File: src/rtl/vme_bus_requester.sv
// -----------------------------------------------------------------------------
// vme_bus_requester
//
// VME bus requester for the k30p VME interface. Requests the bus on one
// configurable BR level, forwards the bus-grant daisy chain on every level,
// drives BBSY once granted and reports ownership to vme_data_transfer only
// after the previous master has released AS. Release is either
// release-when-done (RWD) or release-on-request (ROR); BCLR forces a release
// at the next idle point. A request that sees no grant within GRANT_TIMEOUT
// cycles is abandoned with a one-cycle bus_timeout pulse.
//
// Ports (all VME-side signals and handshakes are active-low unless noted):
//   clock             system clock
//   reset             asynchronous reset, active-high
//   request_vme       CPU wants the VME bus
//   transfer_busy     vme_data_transfer is mid-cycle
//   bus_acquired      bus owned and AS free
//   bus_timeout       active-high one-cycle pulse on grant timeout
//   vme_br_in         sampled BR lines (wired-OR bus)
//   vme_bus_request   BR drivers
//   vme_bus_grant_in  BGxIN
//   vme_bus_grant_out BGxOUT
//   vme_bbsy_in       sampled BBSY (not needed by this arbitration scheme)
//   vme_bbsy_out      BBSY driver
//   vme_bclr_in       bus clear from the arbiter
//   vme_as_in         sampled AS
// -----------------------------------------------------------------------------
module vme_bus_requester #(
  parameter int NUM_LEVELS      = 4,
  parameter int REQUEST_LEVEL   = 3,
  parameter int RELEASE_MODE    = 0,
  parameter int GRANT_TIMEOUT   = 1023,
  parameter int BBSY_MIN_CYCLES = 2
) (
  input  logic                  clock,
  input  logic                  reset,
  input  logic                  request_vme,
  input  logic                  transfer_busy,
  output logic                  bus_acquired,
  output logic                  bus_timeout,
  input  logic [NUM_LEVELS-1:0] vme_br_in,
  output logic [NUM_LEVELS-1:0] vme_bus_request,
  input  logic [NUM_LEVELS-1:0] vme_bus_grant_in,
  output logic [NUM_LEVELS-1:0] vme_bus_grant_out,
  input  logic                  vme_bbsy_in,
  output logic                  vme_bbsy_out,
  input  logic                  vme_bclr_in,
  input  logic                  vme_as_in
);

  localparam int CNT_W  = (GRANT_TIMEOUT < 1) ? 1 : $clog2(GRANT_TIMEOUT + 1);
  localparam int HOLD_W = (BBSY_MIN_CYCLES < 1) ? 1 : $clog2(BBSY_MIN_CYCLES + 1);
  localparam logic [CNT_W-1:0]  TIMEOUT_VAL = CNT_W'(GRANT_TIMEOUT);
  localparam logic [HOLD_W-1:0] HOLD_MIN    = HOLD_W'(BBSY_MIN_CYCLES);

  typedef enum logic [2:0] {
    S_IDLE    = 3'd0,
    S_REQUEST = 3'd1,
    S_WAIT_AS = 3'd2,
    S_OWNER   = 3'd3,
    S_RELEASE = 3'd4
  } state_t;

  state_t                  state_q, state_d;
  logic [NUM_LEVELS-1:0]   br_q, br_d;
  logic [NUM_LEVELS-1:0]   bg_q, bg_d;
  logic                    bbsy_q, bbsy_d;
  logic                    acq_q, acq_d;
  logic                    timeout_q, timeout_d;
  logic [CNT_W-1:0]        tcnt_q, tcnt_d;
  logic [HOLD_W-1:0]       hold_q, hold_d;
  logic                    pass_q, pass_d;
  logic                    br_req_d;
  logic                    grant_own;
  logic                    other_br;
  logic                    mode_ok;
  logic                    release_ok;
  logic [HOLD_W-1:0]       hold_inc;

  // BBSY readback is part of the bus interface but arbitration here relies on
  // the grant chain and AS only.
  logic unused_bbsy_in;
  assign unused_bbsy_in = vme_bbsy_in;

  assign grant_own = vme_bus_grant_in[REQUEST_LEVEL];
  // Our own BR is always inactive while we own the bus, so any active BR line
  // belongs to another requester.
  assign other_br  = ~&vme_br_in;
  assign mode_ok   = request_vme && ((RELEASE_MODE == 0) || other_br);
  // BCLR only forces release once the current transfer is finished.
  assign release_ok = (hold_q >= HOLD_MIN) && transfer_busy && (!vme_bclr_in || mode_ok);
  assign hold_inc   = (hold_q == HOLD_MIN) ? hold_q : hold_q + 1'b1;

  // NOTE: every signal assigned in this block gets a default first, so no path
  // leaves one unassigned and no latch is inferred.
  always_comb begin
    state_d   = state_q;
    tcnt_d    = tcnt_q;
    hold_d    = hold_q;
    br_req_d  = br_q[REQUEST_LEVEL];
    bbsy_d    = bbsy_q;
    acq_d     = acq_q;
    timeout_d = 1'b0;

    // A grant arriving while we are not requesting belongs downstream; the
    // flag keeps it passed on until the arbiter withdraws it.
    if (grant_own)
      pass_d = 1'b0;
    else if (state_q == S_IDLE)
      pass_d = 1'b1;
    else
      pass_d = pass_q;

    case (state_q)
      S_IDLE: begin
        br_req_d = 1'b1;
        bbsy_d   = 1'b1;
        acq_d    = 1'b1;
        if (!request_vme && !pass_d) begin
          br_req_d = 1'b0;
          tcnt_d   = '0;
          state_d  = S_REQUEST;
        end
      end
      S_REQUEST: begin
        br_req_d = 1'b0;
        tcnt_d   = tcnt_q + 1'b1;
        // Grant has priority over both withdrawal and timeout.
        if (!grant_own) begin
          bbsy_d   = 1'b0;
          br_req_d = 1'b1;
          hold_d   = '0;
          state_d  = S_WAIT_AS;
        end else if (request_vme) begin
          br_req_d = 1'b1;
          state_d  = S_IDLE;
        end else if (tcnt_q == TIMEOUT_VAL) begin
          br_req_d  = 1'b1;
          timeout_d = 1'b1;
          state_d   = S_IDLE;
        end
      end
      S_WAIT_AS: begin
        bbsy_d = 1'b0;
        hold_d = hold_inc;
        if (vme_as_in) begin
          acq_d   = 1'b0;
          state_d = S_OWNER;
        end
      end
      S_OWNER: begin
        bbsy_d = 1'b0;
        acq_d  = 1'b0;
        hold_d = hold_inc;
        if (release_ok) begin
          bbsy_d  = 1'b1;
          acq_d   = 1'b1;
          state_d = S_RELEASE;
        end
      end
      S_RELEASE: begin
        br_req_d = 1'b1;
        bbsy_d   = 1'b1;
        acq_d    = 1'b1;
        state_d  = S_IDLE;
      end
      default: begin
        br_req_d = 1'b1;
        bbsy_d   = 1'b1;
        acq_d    = 1'b1;
        tcnt_d   = '0;
        hold_d   = '0;
        pass_d   = 1'b0;
        state_d  = S_IDLE;
      end
    endcase

    br_d                = '1;
    br_d[REQUEST_LEVEL] = br_req_d;
    // Other levels are a one-cycle pass-through of the daisy chain.
    bg_d                = vme_bus_grant_in;
    bg_d[REQUEST_LEVEL] = ~pass_d;
  end

  // NOTE: state registers use non-blocking assignments so every flop samples
  // the pre-edge values, independent of statement order.
  always_ff @(posedge clock or posedge reset) begin
    if (reset) begin
      state_q   <= S_IDLE;
      br_q      <= '1;
      bg_q      <= '1;
      bbsy_q    <= 1'b1;
      acq_q     <= 1'b1;
      timeout_q <= 1'b0;
      tcnt_q    <= '0;
      hold_q    <= '0;
      pass_q    <= 1'b0;
    end else begin
      state_q   <= state_d;
      br_q      <= br_d;
      bg_q      <= bg_d;
      bbsy_q    <= bbsy_d;
      acq_q     <= acq_d;
      timeout_q <= timeout_d;
      tcnt_q    <= tcnt_d;
      hold_q    <= hold_d;
      pass_q    <= pass_d;
    end
  end

  assign vme_bus_request   = br_q;
  assign vme_bus_grant_out = bg_q;
  assign vme_bbsy_out      = bbsy_q;
  assign bus_acquired      = acq_q;
  assign bus_timeout       = timeout_q;

endmodule

File: config.mk
export PLATFORM = sky130hd
export DESIGN_NAME = vme_bus_requester
export DESIGN_NICKNAME = d
export VERILOG_FILES = /design/src/rtl/vme_bus_requester.sv
export SDC_FILE = /design/constraint.sdc
export NUM_CORES = 1
export LEC_CHECK = 0
export CAP_MARGIN = 20
export CORE_ASPECT_RATIO = 0.75
export CORE_MARGIN = 10
export CORE_UTILIZATION = 47
export DETAILED_ROUTE_END_ITERATION = 16
export DONT_BUFFER_PORTS = 1
export PLACE_DENSITY = 0.7
export SLEW_MARGIN = 20
export SYNTH_ARGS = -nofsm -noshare
export SYNTH_HDL_FRONTEND = slang
export SYNTH_SLANG_ARGS = --single-unit
export TNS_END_PERCENT = 30
File: constraint.sdc
create_clock -name clock -period 1.9 [get_ports clock]
set_input_delay 0.19 -clock clock [delete_from_list [all_inputs] [get_ports clock]]
set_output_delay 0.19 -clock clock [all_outputs]
set_load 0.02 [all_outputs]
==> results of run 1 <==
cells by family (layout without fill, tap and decap cells):
kind of cell,Yosys count,count (layout),share of synthesized area (%)
XOR/XNOR,3,3,2.13
flip-flops,24,24,49.4
buffers and inverters,13,18,5.88
adder cells (fa/ha/maj),3,3,2.84
AND/OR/NAND/NOR,45,45,20.5
other,1,3,0.304
AO/OA/AOI/OAI,33,33,19.0
timing repair:
action / CTS / global route
hold endpoints to repair: 20 / 1
gates resized for setup: 0 / 0
hold buffers: 4 / 1
flip-flops by register name, indices dropped and copies added, names as in the netlist:
name / cells
vme_bbsy_out: 1
bus_timeout: 1
hold_q: 2
vme_bus_grant_out: 4
bus_acquired: 1
pass_q: 1
vme_bus_request: 1
state_q: 3
tcnt_q: 10
metal layers:
| metal | vias up | part of all wire (%) | global-route usage [%] |
|---|---|---|---|
| met5 | - | 0 | 0 |
| met4 | 0 | 0.28 | 1.34 |
| met3 | 2 | 11 | 5.31 |
| met2 | 40 | 39 | 13.5 |
| met1 | 428 | 49 | 14.7 |
| li1 | 446 | - | - |
power by group through the flow:
stage	sequential [W]	clock [W]	combinational [W]
after floorplan	0.000799	0	0.000556
after global placement	0.000836	0	0.000625
after detailed placement	0.000838	0	0.000648
after CTS	0.000830	0.000379	0.000653
after global routing	0.000854	0.000402	0.000746
final	0.000828	0.000373	0.000658
per-stage QoR:
stage	total power [W]	setup WS (ns)
finish	0.00186	0.137
global route	0.00200	0.000825
CTS	0.00186	0.132
detailed placement	0.00149	0.169
global placement	0.00146	0.209
floorplan	0.00135	0.355
cells in the final DEF (no fill, tap or decap), types with 2 or more instances in the layout:
| cell | n |
|---|---|
| a21oi_1 | 9 |
| and2_1 | 2 |
| buf_4 | 3 |
| clkbuf_4 | 3 |
| conb_1 | 3 |
| dfrtp_1 | 17 |
| dfstp_2 | 7 |
| dlygate4sd3_1 | 5 |
| ha_1 | 2 |
| inv_1 | 6 |
| nand2_1 | 5 |
| nand2b_1 | 3 |
| nand3_1 | 3 |
| nand4_1 | 2 |
| nor2_1 | 13 |
| nor3_1 | 4 |
| o2111ai_1 | 2 |
| o21a_1 | 2 |
| o21ai_0 | 6 |
| o21ai_1 | 2 |
| o31ai_1 | 3 |
| or4_1 | 3 |
| xnor2_1 | 2 |
final timing paths:
kind                       cells past startpoint                 end  slack (ns)
hold / removal                                 2        vme_bbsy_out        0.04
setup reg to reg                               4           tcnt_q[9]        0.14
hold reg to reg                                1           hold_q[0]        0.52
setup / recovery                               4           tcnt_q[9]        0.14
max in group asynchronous                      3  vme_bus_request[3]        1.28
min in group asynchronous                      3              pass_q        0.34
final cells by class:
| class | instances | share of cell area (%) |
|---|---|---|
| Sequential cell | 24 | 44.8 |
| Multi-Input combinational cell | 87 | 41.2 |
| Timing Repair Buffer | 8 | 5.34 |
| Tap cell | 34 | 3.13 |
| Clock inverter | 1 | 2.21 |
| Clock buffer | 3 | 1.66 |
| Inverter | 6 | 1.66 |
==> results.json, run 1 <==
{
  "max_freq_mhz": 567,
  "layout_worst_path_cycle_share_pct": 92.8,
  "drtPass1Iterations": 4,
  "fin_util_pct": 56.6,
  "yosysMostFrequentCell": "dfrtp_1",
  "cts.path.max_buffers": 2,
  "p_int_w": 0.00114,
  "slew_violations": 0,
  "max_stage_delay_ns": 0.54,
  "peakVddDrop_mv": 0.647,
  "holdWs_ns": 0.0383,
  "rows": 15,
  "min_path_type": "in -> reg",
  "htreeDepth": 1,
  "yosysUniqueCellTypes": 45,
  "hold_viol": 0,
  "cts_tree": "done",
  "synth_common_cells": "17 x dfrtp_1, 13 x nor2_1, 9 x a21oi_1",
  "yosysTopAreaCellShare_pct": 34.5,
  "syn_inst": 122,
  "antenna_found_initial": 0,
  "path_clk_slew_ns": 0.13,
  "synthArstFlopShare_pct": 100,
  "die_w_um": 79.2,
  "first_iter_violations": 49,
  "setup.worst_path.start": "state_q[2]",
  "fin_cells": 163,
  "power_leakage_nw": 0.559,
  "avgSynthCellArea_um2": 10.1,
  "dp_hpwl_um": 1850,
  "clkPwrFrac_pct": 20.1,
  "core_um2": 2400,
  "tns_ns": 0,
  "diodes": 0,
  "rsz0062_at_grt": "no",
  "dp_cells": 154,
  "power_density_nw_per_um2": 1370,
  "vias_per_cell": 5.62,
  "clock_skew_ns": 0.00137,
  "r2r-start": "state_q[2]",
  "p_sw_w": 0.000719,
  "synth_warnings": 0,
  "p_comb_share_pct": 35.4,
  "maxCapViolations": 0,
  "io_pins": 26,
  "die_area_um2": 5100,
  "insertion_delay_ns": 0.32,
  "cts_made_buffers": 3,
  "fin_crit_ns": 1.76,
  "wl_per_cell_um": 15.5,
  "grt_start_max_net_pins": 25,
  "grt_overflow": 0,
  "p_sw_share_pct": 38.7,
  "placed_cell_area_um2": 1260,
  "vias": 916,
  "min-delay-start": "vme_bus_grant_in[3]",
  "grt_pass1_vias": 864,
  "multi_input_area_um2": 559,
  "syn_area_um2": 1230,
  "ff_latch_area_um2": 609,
  "grt_util_all_layers_pct": 10.3,
  "cts_root_buffer": "clkbuf_4",
  "path_cells": "nor3b_2, o21ai_2, or4_1, a21oi_1",
  "die_y_um": 64.4,
  "seq_area_frac_synth_pct": 49.4,
  "crit_slowest_cell": "or4_1",
  "clkSinkCount": 24,
  "setup_viol": 0,
  "place_congestion": 0.828,
  "drc": 0,
  "synth_top_area_cell": "dfrtp_1",
  "ys.flop_type": "dfrtp_1",
  "yosys_register_bits": 24,
  "totalWireLength_um": 2530,
  "fillerInstances": 220,
  "pwr-share-seq_pct": 44.5,
  "worstPathArrival_ns": 2.02,
  "crit_family": "simple AND/OR/NAND/NOR gates",
  "critPathRequiredTime_ns": 2.15,
  "stdcell_area_um2": 1360,
  "cp-end-kind": "flip-flop",
  "initial_core_util_pct": 51.4,
  "final_nets": 147,
  "grt_pass1_wl_um": 4260,
  "status": "complete, no violations",
  "cp-start-kind": "flip-flop",
  "synth_edf_count": 0,
  "cp_max_fo": 11,
  "path_buf_inv": 0,
  "critPathKind": "reg -> reg",
  "port_buffers": 0,
  "area_growth_pct": 10.1,
  "synthTopCellsByArea": "dfrtp_1 34%, dfstp_2 15%, nor2_1 4.0%",
  "drtAntennaViolNets": 0,
  "layout-drive-gt1-share_pct": 14.7,
  "post_cts_buffers": 0
}
Power figures use the tool's default switching activity.
==> run 2: changes to the inputs <==
--- a/config.mk
+++ b/config.mk
@@ -8,10 +8,11 @@
 export CAP_MARGIN = 20
 export CORE_ASPECT_RATIO = 0.75
 export CORE_MARGIN = 10
-export CORE_UTILIZATION = 47
+export CORE_UTILIZATION = 50
 export DETAILED_ROUTE_END_ITERATION = 16
 export DONT_BUFFER_PORTS = 1
-export PLACE_DENSITY = 0.7
+export GPL_ROUTABILITY_DRIVEN = 1
+export PLACE_DENSITY = 0.73
 export SLEW_MARGIN = 20
 export SYNTH_ARGS = -nofsm -noshare
 export SYNTH_HDL_FRONTEND = slang
==> run 2 against run 1 <==
Sequential power grew 0.5%. Power hardly changed. Wire length is 1.5% higher. Utilization increased by 1.8 points. Critical path depth did not move. Sequential share of layout area unchanged. Die area shrank 4.3%. Design area unchanged. First-iteration DRC count rose by 43%. Non-clock buffer count did not move. Worst setup slack improved by 0.0026 ns. Clock power fell by 2%. Critical path type unchanged. Critical endpoint is now tcnt_q[7]. Largest cell class unchanged.
==> results.json, run 2 (synthesized netlist as in run 1, its figures left out) <==
{
  "crit_slowest_cell": "dfrtp_1",
  "drc": 0,
  "rows": 15,
  "r2r-start": "state_q[2]",
  "layout_worst_path_cycle_share_pct": 92.7,
  "first_iter_violations": 70,
  "critPathRequiredTime_ns": 2.14,
  "antenna_found_initial": 0,
  "cp_max_fo": 11,
  "stdcell_area_um2": 1360,
  "regMostFlops": "tcnt_q",
  "cts_resized": 0,
  "worstPathArrival_ns": 2.00,
  "cts.path.max_buffers": 2,
  "hold_viol": 0,
  "grt_overflow": 0,
  "area_growth_pct": 10.1,
  "clock_skew_ns": 0.00357,
  "path_clk_slew_ns": 0.13,
  "worstHoldPathCells": 2,
  "initial_core_util_pct": 53.0,
  "diodes": 0,
  "placed_cell_area_um2": 1260,
  "layout-drive-gt1-share_pct": 14.7,
  "io_pins": 26,
  "tightest_slew_ns": 0.540,
  "grt_pass1_vias": 870,
  "maxCapViolations": 0,
  "core_um2": 2330,
  "cts_made_buffers": 3,
  "grt_pass1_wl_um": 4240,
  "max_stage_delay_ns": 0.57,
  "htreeDepth": 1,
  "wl_per_cell_um": 15.7,
  "cts-hold-fix-buffers": 5,
  "vias": 949,
  "max_freq_mhz": 568,
  "rsz0062_at_grt": "no",
  "totalWireLength_um": 2570,
  "critPathKind": "reg -> reg",
  "cp-start-kind": "flip-flop",
  "fin_cells": 163,
  "cts_tree": "done",
  "drtAntennaViolNets": 0,
  "min-delay-start": "vme_bus_grant_in[3]",
  "die_area_um2": 4870,
  "place_congestion": 0.873,
  "dp_hpwl_um": 1900,
  "max-slew-margin-rel_pct": 64.0,
  "die_w_um": 77.4,
  "grt_util_all_layers_pct": 10.5,
  "peakVddDrop_mv": 0.656,
  "slew_violations": 0,
  "cts_root_buffer": "clkbuf_4",
  "crit_family": "simple AND/OR/NAND/NOR gates",
  "mostFrequentLayoutCells": "17 x dfrtp_1, 13 x nor2_1, 9 x a21oi_1",
  "min_path_type": "in -> reg",
  "setup_viol": 0,
  "largest_register_ffs": 10,
  "final_common_cell": "dfrtp_1",
  "power_leakage_nw": 0.559,
  "grt_start_max_net_pins": 25,
  "die_y_um": 63.0,
  "fin_crit_ns": 1.76,
  "path_buf_inv": 0,
  "p_total_w": 0.00186,
  "holdPathEnd": "vme_bbsy_out",
  "post_cts_buffers": 0,
  "cp-end-kind": "flip-flop",
  "rrSetupSlack_ns": 0.14,
  "holdWs_ns": 0.0440,
  "final_nets": 147,
  "tns_ns": 0,
  "r2r-end": "tcnt_q[7]",
  "r2r_cells": 4,
  "port_buffers": 0,
  "insertion_delay_ns": 0.31,
  "status": "complete, no violations",
  "dp_cells": 154,
  "power_density_nw_per_um2": 1370,
  "path_cells": "or2b_2, o21ai_2, or4_1, a21oi_1",
  "clkSinkCount": 24,
  "vias_per_cell": 5.82,
  "drtPass1Iterations": 4
}
-- run 2: cell counts in the layout (fill, tap and decap cells not counted) --
No cell type changed its count.
-- run 2: through the flow --
step / utilization [%] / setup slack, ns
after CTS: 58.4 / 0.125
after detailed placement: 54.0 / 0.150
after global placement: 54.0 / 0.213
after global routing: 58.4 / 0.0251
after floorplan: - / 0.355
final: 58.4 / 0.139
-- run 2: layer usage --
| layer | global-route usage (%) | wire length, µm |
|---|---|---|
| met4 | 1.36 | 8 |
| met5 | 0 | 0 |
| met1 | 14.2 | 1210 |
| met2 | 15.2 | 1090 |
| met3 | 4.74 | 258 |
-- run 2: worst reg2reg max path: stages, from the launching register on --
cell and delay [ns]:
dfrtp_1 0.57, or2b_2 0.25, o21ai_2 0.16, or4_1 0.54, a21oi_1 0.16
-- run 2: layout make-up --
type / instances / area [µm²]
fill: 201 / 968
sequential: 24 / 609
multi-input combinational: 87 / 559
timing repair buffer: 8 / 72.6
tap: 34 / 42.5
clock inverter: 1 / 30.0
clock buffer: 3 / 22.5
inverter: 6 / 22.5
-- run 2: how the worst max path moves through the flow --
stage / start / cells after the start / end
floorplan: state_q[2] / 5 / tcnt_q[6]
global placement: state_q[2] / 4 / tcnt_q[7]
detailed placement: state_q[2] / 4 / tcnt_q[7]
CTS: state_q[2] / 4 / tcnt_q[7]
global route: state_q[2] / 4 / tcnt_q[7]
finish: state_q[2] / 4 / tcnt_q[7]
-- run 2: where the power goes --
part	leakage, nW	switching (W)	internal (W)	total [W]
clock network	0.0279	0.000150	0.000213	0.000364
logic	0.231	0.000405	0.000260	0.000665
registers	0.300	0.000163	0.000669	0.000832
==> run 3: changes to the inputs <==
--- a/config.mk
+++ b/config.mk
@@ -5,6 +5,7 @@
 export SDC_FILE = /design/constraint.sdc
 export NUM_CORES = 1
 export LEC_CHECK = 0
+export ABC_AREA = 1
 export CAP_MARGIN = 20
 export CORE_ASPECT_RATIO = 0.75
 export CORE_MARGIN = 10
==> run 3 against run 2 <==
Design area increased by 2.9%. Critical path type unchanged. Die area increased by 1.5%. Wire length decreased by 3.0%. Register-to-register slack improved by 0.36 ns. Sequential power about the same. Clock skew increased by 0.0035 ns. Combinational power decreased by 11%. Sequential cell count unchanged. Area after synthesis increased by 2.1%. Synthesized cell count increased by 25%.
==> results.json, run 3 <==
{
  "status": "complete, no violations",
  "insertion_delay_ns": 0.32,
  "antenna_found_initial": 0,
  "max_freq_mhz": 713,
  "mostFrequentLayoutCells": "44 x nand2_1, 17 x dfrtp_1, 13 x inv_1, 13 x nand3_1, 9 x nor2_1",
  "clock_skew_ns": 0.00710,
  "grt_util_met2_pct": 15.6,
  "power_density_nw_per_um2": 1280,
  "drtPass1Iterations": 4,
  "die_area_um2": 4950,
  "cts.path.max_buffers": 2,
  "grt_overflow": 0,
  "tns_ns": 0,
  "grt_pass1_vias": 965,
  "slew_violations": 0,
  "initial_core_util_pct": 53.7,
  "synth_warnings": 0,
  "hold_viol": 0,
  "wl_per_cell_um": 12.7,
  "cp-start-kind": "flip-flop",
  "synthArstFlopShare_pct": 100,
  "final_nets": 180,
  "area_growth_pct": 10.9,
  "dp_hpwl_um": 1890,
  "final_common_cell": "nand2_1",
  "use_met3_pct": 6.94,
  "synth_common_cells": "44 x nand2_1, 17 x dfrtp_1, 13 x inv_1, 13 x nand3_1, 9 x nor2_1",
  "r2r-start": "tcnt_q[0]",
  "critPathKind": "reg -> reg",
  "grt_util_all_layers_pct": 10.7,
  "cts_resized": 0,
  "dp_cells": 187,
  "maxCapViolations": 0,
  "critPathRequiredTime_ns": 2.13,
  "holdPathEnd": "bus_acquired",
  "place_congestion": 0.853,
  "yosysUniqueCellTypes": 29,
  "avgSynthCellArea_um2": 8.24,
  "grt-busiest-layer": "met2",
  "cp_max_fo": 6,
  "worstPathArrival_ns": 1.63,
  "seq_area_frac_synth_pct": 48.4,
  "yosysMostFrequentCell": "nand2_1",
  "yosys_register_bits": 24,
  "syn_area_um2": 1260,
  "synth_top_area_cell": "dfrtp_1",
  "regMostFlops": "tcnt_q",
  "layout-drive-gt1-share_pct": 22.2,
  "htreeDepth": 1,
  "drc": 0,
  "peakVddDrop_mv": 0.528,
  "cts_tree": "done",
  "die_w_um": 78.0,
  "rows": 15,
  "worstHoldPathCells": 2,
  "grtUsageMet1_pct": 13.0,
  "cts_made_buffers": 3,
  "fin_cells": 196,
  "diodes": 0,
  "die_y_um": 63.5,
  "fin_crit_ns": 1.40,
  "clkSinkCount": 24,
  "r2r-end": "bus_timeout",
  "fillerInstances": 209,
  "vias": 973,
  "port_buffers": 0,
  "largest_register_ffs": 10,
  "totalWireLength_um": 2490,
  "drtAntennaViolNets": 0,
  "rsz0062_at_grt": "no",
  "core_um2": 2350,
  "cts_root_buffer": "clkbuf_4",
  "r2r_cells": 5,
  "first_iter_violations": 67,
  "min_path_type": "in -> reg",
  "setup_viol": 0,
  "syn_inst": 153,
  "rrSetupSlack_ns": 0.50,
  "power_leakage_nw": 0.684,
  "layout_worst_path_cycle_share_pct": 73.8,
  "synthTopCellsByArea": "dfrtp_1 34%, dfstp_2 15%, nand2_1 13%",
  "ys.flop_type": "dfrtp_1",
  "fin_util_pct": 59.6,
  "p_total_w": 0.00179,
  "grt_pass1_wl_um": 4330,
  "io_pins": 26,
  "vias_per_cell": 4.96,
  "path_clk_slew_ns": 0.13,
  "cp-end-kind": "flip-flop",
  "holdWs_ns": 0.0420,
  "synth_edf_count": 0,
  "min-delay-start": "transfer_busy",
  "grt_start_max_net_pins": 25,
  "yosysTopAreaCellShare_pct": 33.8
}
[run 3: cell count changes in the layout (fill, tap and decap cells not counted), moves of 4 or more]
cell	previous run	this run
nand2_1	5	44
nand3_1	3	13
a21oi_1	9	2
inv_1	6	13
nor2_2	0	7
inv_2	0	6
nor2_1	13	9
[run 3: layer usage]
metal | part of all wire (%) | wire (µm) | vias to the layer above
li1 | - | - | 497
met1 | 47 | 1160 | 446
met2 | 42 | 1040 | 28
met3 | 11 | 274 | 2
met4 | 0.56 | 14 | 0
met5 | 0 | 0 | -
[run 3: cell families (layout without fill, tap and decap cells)]
family	after synthesis	in the layout	synth area share, %
AO/OA/AOI/OAI	14	14	7.15
XOR/XNOR	3	3	2.09
adder cells (fa/ha/maj)	2	2	1.99
buffers and inverters	23	30	7.94
flip-flops	24	24	48.4
other	1	3	0.298
AND/OR/NAND/NOR	86	86	32.2
[run 3: layout make-up]
type,count,area [µm²],share of cell area (%)
flip-flops and latches,24,609,43.6
clock buffers,3,22.5,1.61
repair buffers,6,57.6,4.12
well taps,34,42.5,3.04
clock inverters,1,30.0,2.15
multi-input cells,108,558,39.9
inverters,20,77.6,5.55
[run 3: repair_timing]
action                    in CTS  in global routing
setup buffers                  0                  0
hold buffers                   4                  1
hold endpoints to repair      20                  1
[run 3: report_power, final]
part           total (W)  internal (W)  leakage (nW)  switching (W)
clock network   0.000369      0.000213        0.0279       0.000155
registers       0.000829      0.000657         0.300       0.000172
logic           0.000589      0.000219         0.357       0.000371
total            0.00179       0.00109         0.684       0.000698
[run 3: worst max-delay path: stages (launching register included)]
cell and delay [ns]:
dfrtp_1 0.46, ha_1 0.28, nand3_1 0.16, nor2_1 0.15
nand2_1 0.08, nor3_1 0.18
[run 3: per-stage QoR]
step           worst slack (ns)  cell area [µm²]
2_1_floorplan             0.727             1270
3_3_place_gp              0.582             1290
3_5_place_dp              0.556             1290
4_1_cts                   0.508             1390
5_1_grt                   0.323             1400
6_report                  0.497             1400
[run 3: worst max-delay path by stage]
stage | from | to | slack, ns | depth (start not counted)
3_3_place_gp | tcnt_q[0] | bus_timeout | 0.58 | 5
3_5_place_dp | tcnt_q[0] | bus_timeout | 0.56 | 5
4_1_cts | tcnt_q[0] | bus_timeout | 0.51 | 5
6_report | tcnt_q[0] | bus_timeout | 0.50 | 5
5_1_grt | tcnt_q[0] | state_q[0] | 0.32 | 6
2_1_floorplan | tcnt_q[0] | state_q[0] | 0.73 | 6
